### src/rtl/alu_seq_pkg.sv
// Shared opcodes, FSM states and idle code for the ALU operation sequencer.
// Divide support is selected at build time with ALU_SEQ_DIV_EN.
package alu_seq_pkg;

    localparam logic [3:0] OP_AND  = 4'b0000;
    localparam logic [3:0] OP_NAND = 4'b0001;
    localparam logic [3:0] OP_OR   = 4'b0010;
    localparam logic [3:0] OP_NOR  = 4'b0011;
    localparam logic [3:0] OP_XOR  = 4'b0100;
    localparam logic [3:0] OP_XNOR = 4'b0101;
    localparam logic [3:0] OP_NOT  = 4'b0110;
    localparam logic [3:0] OP_ADD  = 4'b0111;
    localparam logic [3:0] OP_SUB  = 4'b1000;
    localparam logic [3:0] OP_MUL  = 4'b1001;
    localparam logic [3:0] OP_DIV  = 4'b1010;

    localparam logic [3:0] CTRL_IDLE = 4'b0000;

    typedef enum logic [1:0] {
        IDLE = 2'b00,
        EXEC = 2'b01,
        ITER = 2'b10,
        DONE = 2'b11
    } state_e;

endpackage

### src/rtl/alu_seq_iter_unit.sv
// Shared shift/add/subtract datapath: shift-add multiply and restoring divide.
// The divide half exists only when ALU_SEQ_DIV_EN is defined.
module alu_seq_iter_unit #(
    parameter int WIDTH = 4
) (
    input  logic             clock,
    input  logic             reset,
    input  logic             start,
`ifdef ALU_SEQ_DIV_EN
    input  logic             is_div,
`endif
    input  logic [WIDTH-1:0] a,
    input  logic [WIDTH-1:0] b,
    output logic             done,
    output logic [WIDTH-1:0] res_lo,
    output logic [WIDTH-1:0] res_hi
);

    localparam int CW = $clog2(WIDTH + 1);

    // hi_q holds the running high word / remainder, lo_q the multiplier / dividend-quotient
    logic [WIDTH-1:0] hi_q;
    logic [WIDTH-1:0] lo_q;
    logic [WIDTH-1:0] b_q;
    logic [WIDTH-1:0] hi_d;
    logic [WIDTH-1:0] lo_d;
    logic [CW-1:0]    cnt_q;
    logic             busy_q;
    logic             done_q;
    logic [WIDTH:0]   sum_s;
    logic [WIDTH-1:0] mul_hi_s;
    logic [WIDTH-1:0] mul_lo_s;
`ifdef ALU_SEQ_DIV_EN
    logic             div_q;
    logic [WIDTH:0]   rem_s;
    logic [WIDTH:0]   diff_s;
    logic             fits_s;
    logic [WIDTH-1:0] div_hi_s;
    logic [WIDTH-1:0] div_lo_s;
`endif

    // one iteration step: add-and-shift (multiply) or shift-and-subtract (divide)
    always_comb begin
        sum_s = {1'b0, hi_q} + {1'b0, b_q};
        if (lo_q[0]) begin
            mul_hi_s = sum_s[WIDTH:1];
            mul_lo_s = {sum_s[0], lo_q[WIDTH-1:1]};
        end else begin
            mul_hi_s = {1'b0, hi_q[WIDTH-1:1]};
            mul_lo_s = {hi_q[0], lo_q[WIDTH-1:1]};
        end
`ifdef ALU_SEQ_DIV_EN
        rem_s  = {hi_q, lo_q[WIDTH-1]};
        diff_s = rem_s - {1'b0, b_q};
        fits_s = (rem_s >= {1'b0, b_q});
        if (fits_s) begin
            div_hi_s = diff_s[WIDTH-1:0];
        end else begin
            div_hi_s = rem_s[WIDTH-1:0];
        end
        div_lo_s = {lo_q[WIDTH-2:0], fits_s};
        hi_d = div_q ? div_hi_s : mul_hi_s;
        lo_d = div_q ? div_lo_s : mul_lo_s;
`else
        hi_d = mul_hi_s;
        lo_d = mul_lo_s;
`endif
    end

    // operand load on start, then WIDTH iterations; done stays set until the next start
    always_ff @(posedge clock) begin
        if (reset) begin
            hi_q   <= {WIDTH{1'b0}};
            lo_q   <= {WIDTH{1'b0}};
            b_q    <= {WIDTH{1'b0}};
            cnt_q  <= {CW{1'b0}};
            busy_q <= 1'b0;
            done_q <= 1'b0;
`ifdef ALU_SEQ_DIV_EN
            div_q  <= 1'b0;
`endif
        end else if (start) begin
            hi_q   <= {WIDTH{1'b0}};
            lo_q   <= a;
            b_q    <= b;
            cnt_q  <= CW'(WIDTH);
            busy_q <= 1'b1;
            done_q <= 1'b0;
`ifdef ALU_SEQ_DIV_EN
            div_q  <= is_div;
`endif
        end else if (busy_q) begin
            hi_q  <= hi_d;
            lo_q  <= lo_d;
            cnt_q <= cnt_q - CW'(1);
            if (cnt_q == CW'(1)) begin
                busy_q <= 1'b0;
                done_q <= 1'b1;
            end
        end
    end

    assign done   = done_q;
    assign res_lo = lo_q;
    assign res_hi = hi_q;

endmodule

### src/rtl/alu_op_sequencer.sv
// Multi-cycle ALU sequencer: valid/ready request in, valid/ready result out.
// Define ALU_SEQ_DIV_EN to build the divider; otherwise opcode 1010 is illegal.
module alu_op_sequencer
    import alu_seq_pkg::*;
#(
    parameter int WIDTH = 4
) (
    input  logic             clock,
    input  logic             reset,
    input  logic             op_valid,
    output logic             op_ready,
    input  logic [3:0]       operation_type,
    input  logic [WIDTH-1:0] a,
    input  logic [WIDTH-1:0] b,
    input  logic             carry_in,
    output logic [3:0]       controller,
    output logic             result_valid,
    input  logic             result_ready,
    output logic [WIDTH-1:0] result,
    output logic [WIDTH-1:0] result_hi,
    output logic             carry_out,
    output logic             zero,
    output logic             div_by_zero,
    output logic             illegal
);

    state_e           state_q;
    state_e           state_d;
    logic [3:0]       op_q;
    logic [WIDTH-1:0] a_q;
    logic [WIDTH-1:0] b_q;
    logic             cin_q;

    logic             op_ready_q;
    logic             result_valid_q;
    logic [3:0]       ctrl_q;
    logic [WIDTH-1:0] res_q;
    logic [WIDTH-1:0] hi_q;
    logic             cout_q;
    logic             zero_q;
    logic             ill_q;

    logic             accept_s;
    logic             start_s;
    logic             load_s;
    logic             consume_s;
    logic             iter_done_s;
    logic [WIDTH-1:0] iter_lo_s;
    logic [WIDTH-1:0] iter_hi_s;
    logic [WIDTH:0]   add_s;
    logic [WIDTH:0]   sub_s;
    logic [WIDTH-1:0] res_d;
    logic [WIDTH-1:0] hi_d;
    logic             cout_d;
    logic             zero_d;
    logic             ill_d;
`ifdef ALU_SEQ_DIV_EN
    logic             dbz_q;
    logic             dbz_d;
`endif

    assign accept_s  = op_valid & op_ready_q;
    assign consume_s = (state_q == DONE) & result_ready;
    assign load_s    = (state_q == EXEC) | ((state_q == ITER) & iter_done_s);

    // a divide by zero never enters the iterative path; it is resolved in EXEC
`ifdef ALU_SEQ_DIV_EN
    assign start_s = accept_s & ((operation_type == OP_MUL) |
                                 ((operation_type == OP_DIV) & (b != {WIDTH{1'b0}})));
`else
    assign start_s = accept_s & (operation_type == OP_MUL);
`endif

    alu_seq_iter_unit #(
        .WIDTH (WIDTH)
    ) u_iter (
        .clock  (clock),
        .reset  (reset),
        .start  (start_s),
`ifdef ALU_SEQ_DIV_EN
        .is_div (operation_type == OP_DIV),
`endif
        .a      (a),
        .b      (b),
        .done   (iter_done_s),
        .res_lo (iter_lo_s),
        .res_hi (iter_hi_s)
    );

    // next-state logic
    always_comb begin
        state_d = state_q;
        case (state_q)
            IDLE: begin
                if (accept_s) begin
                    state_d = start_s ? ITER : EXEC;
                end else begin
                    state_d = IDLE;
                end
            end
            EXEC: state_d = DONE;
            ITER: state_d = iter_done_s ? DONE : ITER;
            DONE: state_d = result_ready ? IDLE : DONE;
            default: state_d = IDLE;
        endcase
    end

    // single-cycle results from the captured operands, or the iterative unit's words
    always_comb begin
        add_s  = {1'b0, a_q} + {1'b0, b_q} + {{WIDTH{1'b0}}, cin_q};
        sub_s  = {1'b0, a_q} - {1'b0, b_q} - {{WIDTH{1'b0}}, cin_q};
        res_d  = {WIDTH{1'b0}};
        hi_d   = {WIDTH{1'b0}};
        cout_d = 1'b0;
        ill_d  = 1'b0;
`ifdef ALU_SEQ_DIV_EN
        dbz_d  = 1'b0;
`endif
        if (state_q == ITER) begin
            res_d = iter_lo_s;
            hi_d  = iter_hi_s;
        end else begin
            case (op_q)
                OP_AND:  res_d = a_q & b_q;
                OP_NAND: res_d = ~(a_q & b_q);
                OP_OR:   res_d = a_q | b_q;
                OP_NOR:  res_d = ~(a_q | b_q);
                OP_XOR:  res_d = a_q ^ b_q;
                OP_XNOR: res_d = ~(a_q ^ b_q);
                OP_NOT:  res_d = ~a_q;
                OP_ADD: begin
                    res_d  = add_s[WIDTH-1:0];
                    cout_d = add_s[WIDTH];
                end
                OP_SUB: begin
                    res_d  = sub_s[WIDTH-1:0];
                    cout_d = ~sub_s[WIDTH];
                end
`ifdef ALU_SEQ_DIV_EN
                OP_DIV: begin
                    res_d = {WIDTH{1'b1}};
                    hi_d  = a_q;
                    dbz_d = 1'b1;
                end
`endif
                default: ill_d = 1'b1;
            endcase
        end
        zero_d = ~|{hi_d, res_d};
    end

    // FSM state register
    always_ff @(posedge clock) begin
        if (reset) begin
            state_q <= IDLE;
        end else begin
            state_q <= state_d;
        end
    end

    // request capture; later input changes are invisible to the op in flight
    always_ff @(posedge clock) begin
        if (reset) begin
            op_q  <= CTRL_IDLE;
            a_q   <= {WIDTH{1'b0}};
            b_q   <= {WIDTH{1'b0}};
            cin_q <= 1'b0;
        end else if (accept_s) begin
            op_q  <= operation_type;
            a_q   <= a;
            b_q   <= b;
            cin_q <= carry_in;
        end
    end

    // registered outputs, held through DONE and cleared once the result is taken
    always_ff @(posedge clock) begin
        if (reset) begin
            op_ready_q     <= 1'b1;
            result_valid_q <= 1'b0;
            ctrl_q         <= CTRL_IDLE;
            res_q          <= {WIDTH{1'b0}};
            hi_q           <= {WIDTH{1'b0}};
            cout_q         <= 1'b0;
            zero_q         <= 1'b0;
            ill_q          <= 1'b0;
`ifdef ALU_SEQ_DIV_EN
            dbz_q          <= 1'b0;
`endif
        end else begin
            op_ready_q     <= (state_d == IDLE);
            result_valid_q <= (state_d == DONE);
            if (accept_s) begin
                ctrl_q <= operation_type;
            end else if (consume_s) begin
                ctrl_q <= CTRL_IDLE;
            end
            if (load_s) begin
                res_q  <= res_d;
                hi_q   <= hi_d;
                cout_q <= cout_d;
                zero_q <= zero_d;
                ill_q  <= ill_d;
`ifdef ALU_SEQ_DIV_EN
                dbz_q  <= dbz_d;
`endif
            end else if (consume_s) begin
                res_q  <= {WIDTH{1'b0}};
                hi_q   <= {WIDTH{1'b0}};
                cout_q <= 1'b0;
                zero_q <= 1'b0;
                ill_q  <= 1'b0;
`ifdef ALU_SEQ_DIV_EN
                dbz_q  <= 1'b0;
`endif
            end
        end
    end

    assign op_ready     = op_ready_q;
    assign result_valid = result_valid_q;
    assign controller   = ctrl_q;
    assign result       = res_q;
    assign result_hi    = hi_q;
    assign carry_out    = cout_q;
    assign zero         = zero_q;
    assign illegal      = ill_q;
`ifdef ALU_SEQ_DIV_EN
    assign div_by_zero  = dbz_q;
`else
    assign div_by_zero  = 1'b0;
`endif

endmodule

### config.mk
export PLATFORM = sky130hd
export DESIGN_NAME = alu_op_sequencer
export DESIGN_NICKNAME = d
export VERILOG_FILES = /design/src/rtl/alu_seq_pkg.sv /design/src/rtl/alu_seq_iter_unit.sv /design/src/rtl/alu_op_sequencer.sv
export SDC_FILE = /design/constraint.sdc
export NUM_CORES = 1
export LEC_CHECK = 0
export ABC_AREA = 1
export CAP_MARGIN = 20
export CORE_UTILIZATION = 55
export CTS_CLUSTER_SIZE = 12
export DETAILED_ROUTE_END_ITERATION = 16
export PLACE_DENSITY = 0.77
export SLEW_MARGIN = 25
export SYNTH_ARGS = -nofsm -noshare
export SYNTH_HDL_FRONTEND = slang
export SYNTH_HIERARCHICAL = 1
export SYNTH_SLANG_ARGS = --single-unit
### constraint.sdc
create_clock -name clock -period 2.3 [get_ports clock]
set_input_delay 0.46 -clock clock [delete_from_list [all_inputs] [get_ports clock]]
set_output_delay 0.46 -clock clock [all_outputs]
set_load 0.005 [all_outputs]
==> results.cfg, run 1 <==
[finish]
fin_cells = 539
final_util_pct = 67.9
area_delta_synth_final_pct = 17.4
fillers = 472
layout_common_cells = 99 x nand2_1, 61 x inv_1, 46 x dfxtp_1
nets = 510
final_common_cell = nand2_1
antenna-diode-count = 0
drive_above_1_share_pct = 9.59

[power]
p_leak_nw = 1.57
p_switching_w = 0.000779
switching_share_pct = 33.8
clockPowerShare_pct = 27.3
seq_power_share_pct = 42.2
p_comb_share_pct = 30.5
internal_power_w = 0.00152
ir_drop_uv = 395
p_total_w = 0.00230
pwr_density_cell_nw_per_um2 = 655

[clock_tree]
h-tree-depth = 2
insertion_delay_ns = 0.31
cts-hold-fix-buffers = 0
clock_path_buffers = 2
clock_sink_count = 49
postCtsSetupRepairBufs = 0
cts_tree = yes
clk_pin_slew_worst_paths_ns = 0.09
cts_root_buf = clkbuf_8
numCtsBuffers = 5

[die]
die_y_um = 75.8
rows = 26
die-area_sq_um = 5740
die_w_um = 75.8
core_area_sq_um = 5170
initial_core_util_pct = 57.9
top_level_ports = 35

[setup_path]
path_class = reg -> reg
reg2reg_setup_slack_ns = 0.21
regToRegStartpoint = b_q[0]
arrival_ns = 2.34
cp_max_fo = 3
end_kind = flop
rr_worst_depth = 12
cp-start-kind = flop
cp.required_ns = 2.55
worst_r2r_endpoint = zero

[drt]
drcViolationCount = 0
vias_per_cell = 5.21
drt_pass1_iterations = 5
antenna_left = 0
num_vias = 2810
post_drt_wl_per_cell_um = 12.8
wl_mm = 6.91
drt_iter0_drc = 195

[worst_hold_path]
min_from = result_hi[3]
hold_depth = 2
whs_endpoint = result_hi[3]
hold_path_class = reg -> reg

[logic_synthesis]
synthesis.area_sq_um = 2990
ys_types = 33
avgSynthCellArea_sq_um = 6.94
yosysWarnings = 6
syn-num-nets = 473
ys_ff_latch = 49
syn_inst = 431
async_flop_share_pct = 0
synthFlopType = dfxtp_1
synth-edff-count = 0
seq_area_frac_synth_pct = 32.8

[global_routing]
grt_pass1_wl_mm = 11.1
grt_pass1_vias = 2477
grt_max_degree = 26
gr-total-overflow = 0
antenna_found_initial = 0
grt.total_usage_pct = 25.6

[sta]
finClkSkew_ns = 0.00466
fmax_mhz = 479
worst_slew_pin_slew_ns = 0.600
min_period_ns = 2.09
fin_ws_ns = 0.214
relSlewSlack_pct = 59.5
setup_viol = 0
finalCritPeriodShare_pct = 90.7
slew_violations = 0
fin_tns_setup_ns = 0
hold_viol = 0
rsz0062_at_grt = no

[place]
placed_cells = 531
io_buffers = 33
hpwl_mm = 5.35
gp_congestion = 0.886
place_ws_ns = 0.0880

[outcome]
status = complete, no violations

[job]
max-cap-violations = 0
[worst max-delay path by stage]
stage	start	end	slack, ns
3_5_place_dp	b_q[0]	zero	0.09
4_1_cts	b_q[0]	zero	0.06
2_1_floorplan	b_q[0]	zero	0.26
6_report	b_q[0]	zero	0.21
3_3_place_gp	b_q[0]	zero	0.16
5_1_grt	b_q[0]	zero	0.01
[synth_stat cells (all sizes together), types with 2 or more instances]
master	count	area share, %
dfxtp	49	33
a31oi	2	0.42
clkbuf	4	0.50
nand2	102	13
a21oi	43	7.9
buf	8	2.3
ha	20	8.4
a22oi	2	0.50
nand3	42	7.4
nand3b	3	0.75
fa	5	3.3
nand4	2	0.42
o21ai	26	4.3
inv	64	8.3
nor2	51	7.7
[what timing repair did]
action,4_1_cts,5_1_grt
gates resized for setup,0,6
endpoints found under the hold margin,0,0
endpoints found under the setup margin,0,4
[logic make-up after synthesis]
group	count (synthesis)	synth area share [%]
buffers and inverters	76	11.1
XOR/XNOR	1	0.293
AO/OA/AOI/OAI	78	14.6
AND/OR/NAND/NOR	201	29.4
other	1	0.125
adder cells (fa/ha/maj)	25	11.7
flip-flops	49	32.8
[registers in the layout (all words and copies together), names as in the netlist, 2 cells and up]
name / flops
u_iter/b_q: 4
controller: 4
a_q: 4
u_iter/res_lo: 4
u_iter/cnt_q: 3
op_q: 4
b_q: 4
state_q: 2
result: 4
u_iter/res_hi: 4
result_hi: 4
[critical path, cell delays in order, from the launching register on]
cell     delay [ns]
dfxtp_2        0.36
inv_1          0.09
fa_2           0.39
fa_2           0.41
nand3_1        0.09
nand2_1        0.05
nor2_1         0.10
nand3_1        0.09
nand2_1        0.07
nand2_1        0.06
nor2_1         0.10
nand3_1        0.10
a21oi_2        0.12
[through the flow]
step / hold slack, ns / cell area, sq um
floorplan: 0.437 / 2990
global placement: 0.450 / 3390
detailed placement: 0.452 / 3390
CTS: 0.466 / 3510
global route: 0.483 / 3510
finish: 0.463 / 3510
[per-layer routing]
layer / wire length (um) / GRT usage (%) / up-vias / share of wire (%)
met5: 0 / 0 / - / 0
met4: 124 / 8.44 / 0 / 1.8
met3: 310 / 3.70 / 12 / 4.5
met2: 3280 / 43.7 / 66 / 47
met1: 3200 / 33.1 / 1280 / 46
li1: - / - / 1452 / -
[final cells by class]
type / instances / area, sq um / share of cell area [%]
Clock inverter: 3 / 43.8 / 1.25
Clock buffer: 5 / 68.8 / 1.96
Sequential cell: 49 / 985 / 28.0
Tap cell: 70 / 87.6 / 2.49
Inverter: 64 / 248 / 7.05
Timing Repair Buffer: 42 / 398 / 11.3
Multi-Input combinational cell: 306 / 1680 / 47.9
[power groups by stage]
stage,combinational (W),sequential [W],clock [W]
2_1_floorplan,0.000490,0.000979,0
3_3_place_gp,0.000680,0.000985,0
3_5_place_dp,0.000686,0.000989,0
4_1_cts,0.000692,0.000969,0.000640
5_1_grt,0.000799,0.000982,0.000673
6_report,0.000703,0.000970,0.000628
(Power assumes the default switching activity.)
==> inputs of run 2 (changes only) <==
--- a/config.mk
+++ b/config.mk
@@ -10,7 +10,7 @@
 export CORE_UTILIZATION = 55
 export CTS_CLUSTER_SIZE = 12
 export DETAILED_ROUTE_END_ITERATION = 16
-export PLACE_DENSITY = 0.77
+export PLACE_DENSITY = 0.88
 export SLEW_MARGIN = 25
 export SYNTH_ARGS = -nofsm -noshare
 export SYNTH_HDL_FRONTEND = slang
==> results.cfg, run 2 (same netlist as run 1, synthesis figures left out) <==
[outcome]
status = complete, no violations

[setup_path]
cp_max_fo = 3
cp-start-kind = flop
path_class = reg -> reg
worst_r2r_endpoint = zero
startpoint = b_q[0]
reg2reg_setup_slack_ns = 0.14
crit_path_end = zero
end_kind = flop
arrival_ns = 2.41
regToRegStartpoint = b_q[0]
rr_worst_depth = 12
cp.required_ns = 2.55

[global_routing]
grt_pass1_wl_mm = 11.6
grt_max_degree = 26
grt_busiest_layer = met2
gr-usage-met2_pct = 46.2
grt_pass1_vias = 2664
gr-total-overflow = 0
met3_usage_pct = 3.57
grt_use_met1_pct = 34.2
grt.total_usage_pct = 27.0
antenna_found_initial = 0

[finish]
fillers = 441
layout_common_cells = 99 x nand2_1, 61 x inv_1, 46 x dfxtp_1
area.sequential_sq_um = 985
drive_above_1_share_pct = 8.80
final_util_pct = 67.5
nets = 507
fin_cells = 536
final_common_cell = nand2_1
multiInputGateArea_sq_um = 1680
area_delta_synth_final_pct = 16.6
antenna-diode-count = 0

[clock_tree]
cts_root_buf = clkbuf_8
numCtsBuffers = 5
clock_sink_count = 49
clock_path_buffers = 2
postCtsSetupRepairBufs = 0
cts.repair.resized = 0
cts-hold-fix-buffers = 0
cts_tree = yes
h-tree-depth = 2
clk_pin_slew_worst_paths_ns = 0.09
insertion_delay_ns = 0.31

[die]
rows = 26
die-area_sq_um = 5740
initial_core_util_pct = 57.9
die_y_um = 75.8
top_level_ports = 35
die_w_um = 75.8
core_area_sq_um = 5170

[sta]
fin_ws_ns = 0.142
finClkSkew_ns = 0.00921
finalCritPeriodShare_pct = 93.8
min_period_ns = 2.16
setup_viol = 0
relSlewSlack_pct = 57.0
rsz0062_at_grt = no
fin_tns_setup_ns = 0
slew_violations = 0
hold_viol = 0
fmax_mhz = 463
worst_slew_pin_slew_ns = 0.638

[drt]
drcViolationCount = 0
wl_mm = 7.20
num_vias = 2853
antenna_left = 0
drt_iter0_drc = 238
vias_per_cell = 5.32
post_drt_wl_per_cell_um = 13.4
drt_pass1_iterations = 5

[place]
place_ws_ns = 0.0665
hpwl_mm = 5.36
placed_cells = 528
gp_congestion = 0.945
io_buffers = 33

[worst_hold_path]
hold_path_class = reg -> reg

[power]
pwr_density_cell_nw_per_um2 = 661
ir_drop_uv = 418
p_leak_nw = 1.55

[job]
max-cap-violations = 0
[run 2: changes by cell type in the layout (fill, tap and decap cells not counted)]
cell / change
fa_2: -1
o21ai_1: -1
fa_1: +1
buf_4: -3
o21ai_0: +1
[run 2: per-stage QoR]
step	power, W	instance area (sq um)	hold slack [ns]
final	0.00231	3490	0.464
after global routing	0.00245	3490	0.488
after CTS	0.00231	3480	0.466
after detailed placement	0.00168	3370	0.452
after global placement	0.00166	3370	0.447
after floorplan	0.00147	2990	0.437
[run 2: worst min-delay path by stage]
stage	to	cells past startpoint	slack [ns]	start
after floorplan	u_iter/b_q[3]	2	0.44	u_iter/b_q[3]
after global placement	controller[3]	2	0.45	controller[3]
after detailed placement	controller[3]	2	0.45	controller[3]
after CTS	controller[3]	2	0.47	controller[3]
after global routing	controller[3]	2	0.49	controller[3]
final	controller[3]	2	0.46	controller[3]
[run 2: routing by layer]
layer	wire length [um]	up-vias
met5	0	-
li1	-	1443
met1	3230	1290
met4	182	0
met2	3430	99
met3	352	21
[run 2: layout make-up]
cell class,instances,area share [%]
inverter,64,7.10
tap,70,2.51
multi-input combinational,306,48.2
clock buffer,5,1.97
timing repair buffer,39,10.8
sequential,49,28.2
clock inverter,3,1.25
[run 2: worst max-delay path, stage by stage, from the launching register on]
cell and delay (ns):
dfxtp_2 0.36, inv_1 0.09, fa_2 0.38, fa_1 0.46, nand3_1 0.10, nand2_1 0.06, nor2_1 0.12, nand3_1 0.09
nand2_1 0.06, nand2_1 0.06, nor2_1 0.10, nand3_1 0.10, a21oi_2 0.12
[run 2: report_power, final]
| group | internal (W) | total, W | leakage (nW) | switching [W] |
|---|---|---|---|---|
| clock network | 0.000326 | 0.000629 | 0.0585 | 0.000303 |
| registers | 0.000914 | 0.000973 | 0.400 | 0.0000595 |
| logic | 0.000279 | 0.000706 | 1.09 | 0.000427 |
==> inputs of run 3 (changes only) <==
--- a/config.mk
+++ b/config.mk
@@ -7,7 +7,9 @@
 export LEC_CHECK = 0
 export ABC_AREA = 1
 export CAP_MARGIN = 20
-export CORE_UTILIZATION = 55
+export CELL_PAD_IN_SITES_DETAIL_PLACEMENT = 0
+export CELL_PAD_IN_SITES_GLOBAL_PLACEMENT = 1
+export CORE_UTILIZATION = 40
 export CTS_CLUSTER_SIZE = 12
 export DETAILED_ROUTE_END_ITERATION = 16
 export PLACE_DENSITY = 0.88
==> results.cfg, run 3 (same netlist as run 1, synthesis figures left out) <==
[outcome]
status = complete, no violations

[power]
p_total_w = 0.00234
p_leak_nw = 1.57
ir_drop_uv = 353
pwr_density_cell_nw_per_um2 = 655

[worst_hold_path]
hold_path_class = reg -> reg

[drt]
antenna_left = 0
drcViolationCount = 0
num_vias = 2803
wl_mm = 7.17
post_drt_wl_per_cell_um = 12.6
drt_iter0_drc = 131
drt_pass1_iterations = 4
vias_per_cell = 4.93

[clock_tree]
numCtsBuffers = 5
postCtsSetupRepairBufs = 0
clock_path_buffers = 2
cts_tree = yes
h-tree-depth = 2
cts_root_buf = clkbuf_8
cts-hold-fix-buffers = 0
clk_pin_slew_worst_paths_ns = 0.08
clock_sink_count = 49
insertion_delay_ns = 0.31
cts.repair.resized = 0

[job]
max-cap-violations = 0

[global_routing]
antenna_found_initial = 0
grt.total_usage_pct = 19.7
grt_pass1_wl_mm = 11.9
gr-total-overflow = 0
grt_pass1_vias = 2528
grt_max_degree = 26

[sta]
setup_viol = 0
fin_ws_ns = 0.196
fin_tns_setup_ns = 0
min_period_ns = 2.10
relSlewSlack_pct = 60.6
worst_slew_pin_slew_ns = 0.590
rsz0062_at_grt = no
hold_viol = 0
fmax_mhz = 475
slew_violations = 0
finalCritPeriodShare_pct = 91.5
finClkSkew_ns = 0.0111
holdWs_ns = 0.463

[finish]
nets = 510
fillers = 737
area_delta_synth_final_pct = 19.3
final_common_cell = nand2_1
drive_above_1_share_pct = 10.9
layout_common_cells = 98 x nand2_1, 59 x inv_1, 46 x dfxtp_1
antenna-diode-count = 0

[setup_path]
cp-start-kind = flop
path_class = reg -> reg
crit_path_end = result[3]
cp_max_fo = 3
worst_r2r_endpoint = result[3]
cp.required_ns = 2.49
arrival_ns = 2.29
regToRegStartpoint = cin_q
reg2reg_setup_slack_ns = 0.20
startpoint = cin_q
rr_worst_depth = 11
end_kind = flop

[place]
gp_congestion = 0.916
hpwl_mm = 5.66
place_ws_ns = 0.102
io_buffers = 33

[die]
core_area_sq_um = 7250
top_level_ports = 35
die_w_um = 88.5
rows = 31
die-area_sq_um = 7830
initial_core_util_pct = 41.3
die_y_um = 88.5
-- run 3: critical path: stages (launching register included) --
cell and delay (ns):
dfxtp_2 0.35, fa_1 0.58, inv_1 0.06, ha_1 0.17
o21ai_1 0.19, nand3_1 0.10, nand3_1 0.10, nand4_1 0.11
a21oi_2 0.18, inv_1 0.05, nand2_1 0.06, a21oi_2 0.05
-- run 3: area by class of cell --
cell class	count	area (sq um)	area share [%]
Sequential cell	49	985	27.6
Clock inverter	2	37.5	1.05
Multi-Input combinational cell	306	1700	47.5
Clock buffer	6	82.6	2.31
Tap cell	99	124	3.47
Inverter	64	248	6.94
Timing Repair Buffer	42	398	11.1
-- run 3: power breakdown --
part | internal, W | switching, W
registers | 0.000914 | 0.0000579
logic | 0.000293 | 0.000431
clock network | 0.000354 | 0.000291
total | 0.00156 | 0.000780
-- run 3: worst min-delay path by stage --
stage | slack (ns) | start | to | cells past startpoint
floorplan | 0.44 | u_iter/b_q[3] | u_iter/b_q[3] | 2
global placement | 0.45 | controller[0] | controller[0] | 2
detailed placement | 0.45 | controller[1] | controller[1] | 2
CTS | 0.47 | controller[1] | controller[1] | 2
global route | 0.49 | result[1] | result[1] | 2
finish | 0.46 | controller[1] | controller[1] | 2
-- run 3: layer usage --
metal / global-route usage, % / wire, um / vias up
li1: - / - / 1454
met1: 27.6 / 3520 / 1285
met2: 32.2 / 3290 / 57
met3: 2.89 / 310 / 7
met4: 4.40 / 48 / 0
met5: 0 / 0 / -
-- run 3: stage by stage --
stage / area (sq um) / cells / util [%]
after floorplan: 2990 / 431 / -
after global placement: 3430 / 560 / 47.3
after detailed placement: 3430 / 560 / 47.3
after CTS: 3550 / 568 / 48.9
after global routing: 3570 / 568 / 49.2
final: 3570 / 568 / 49.2
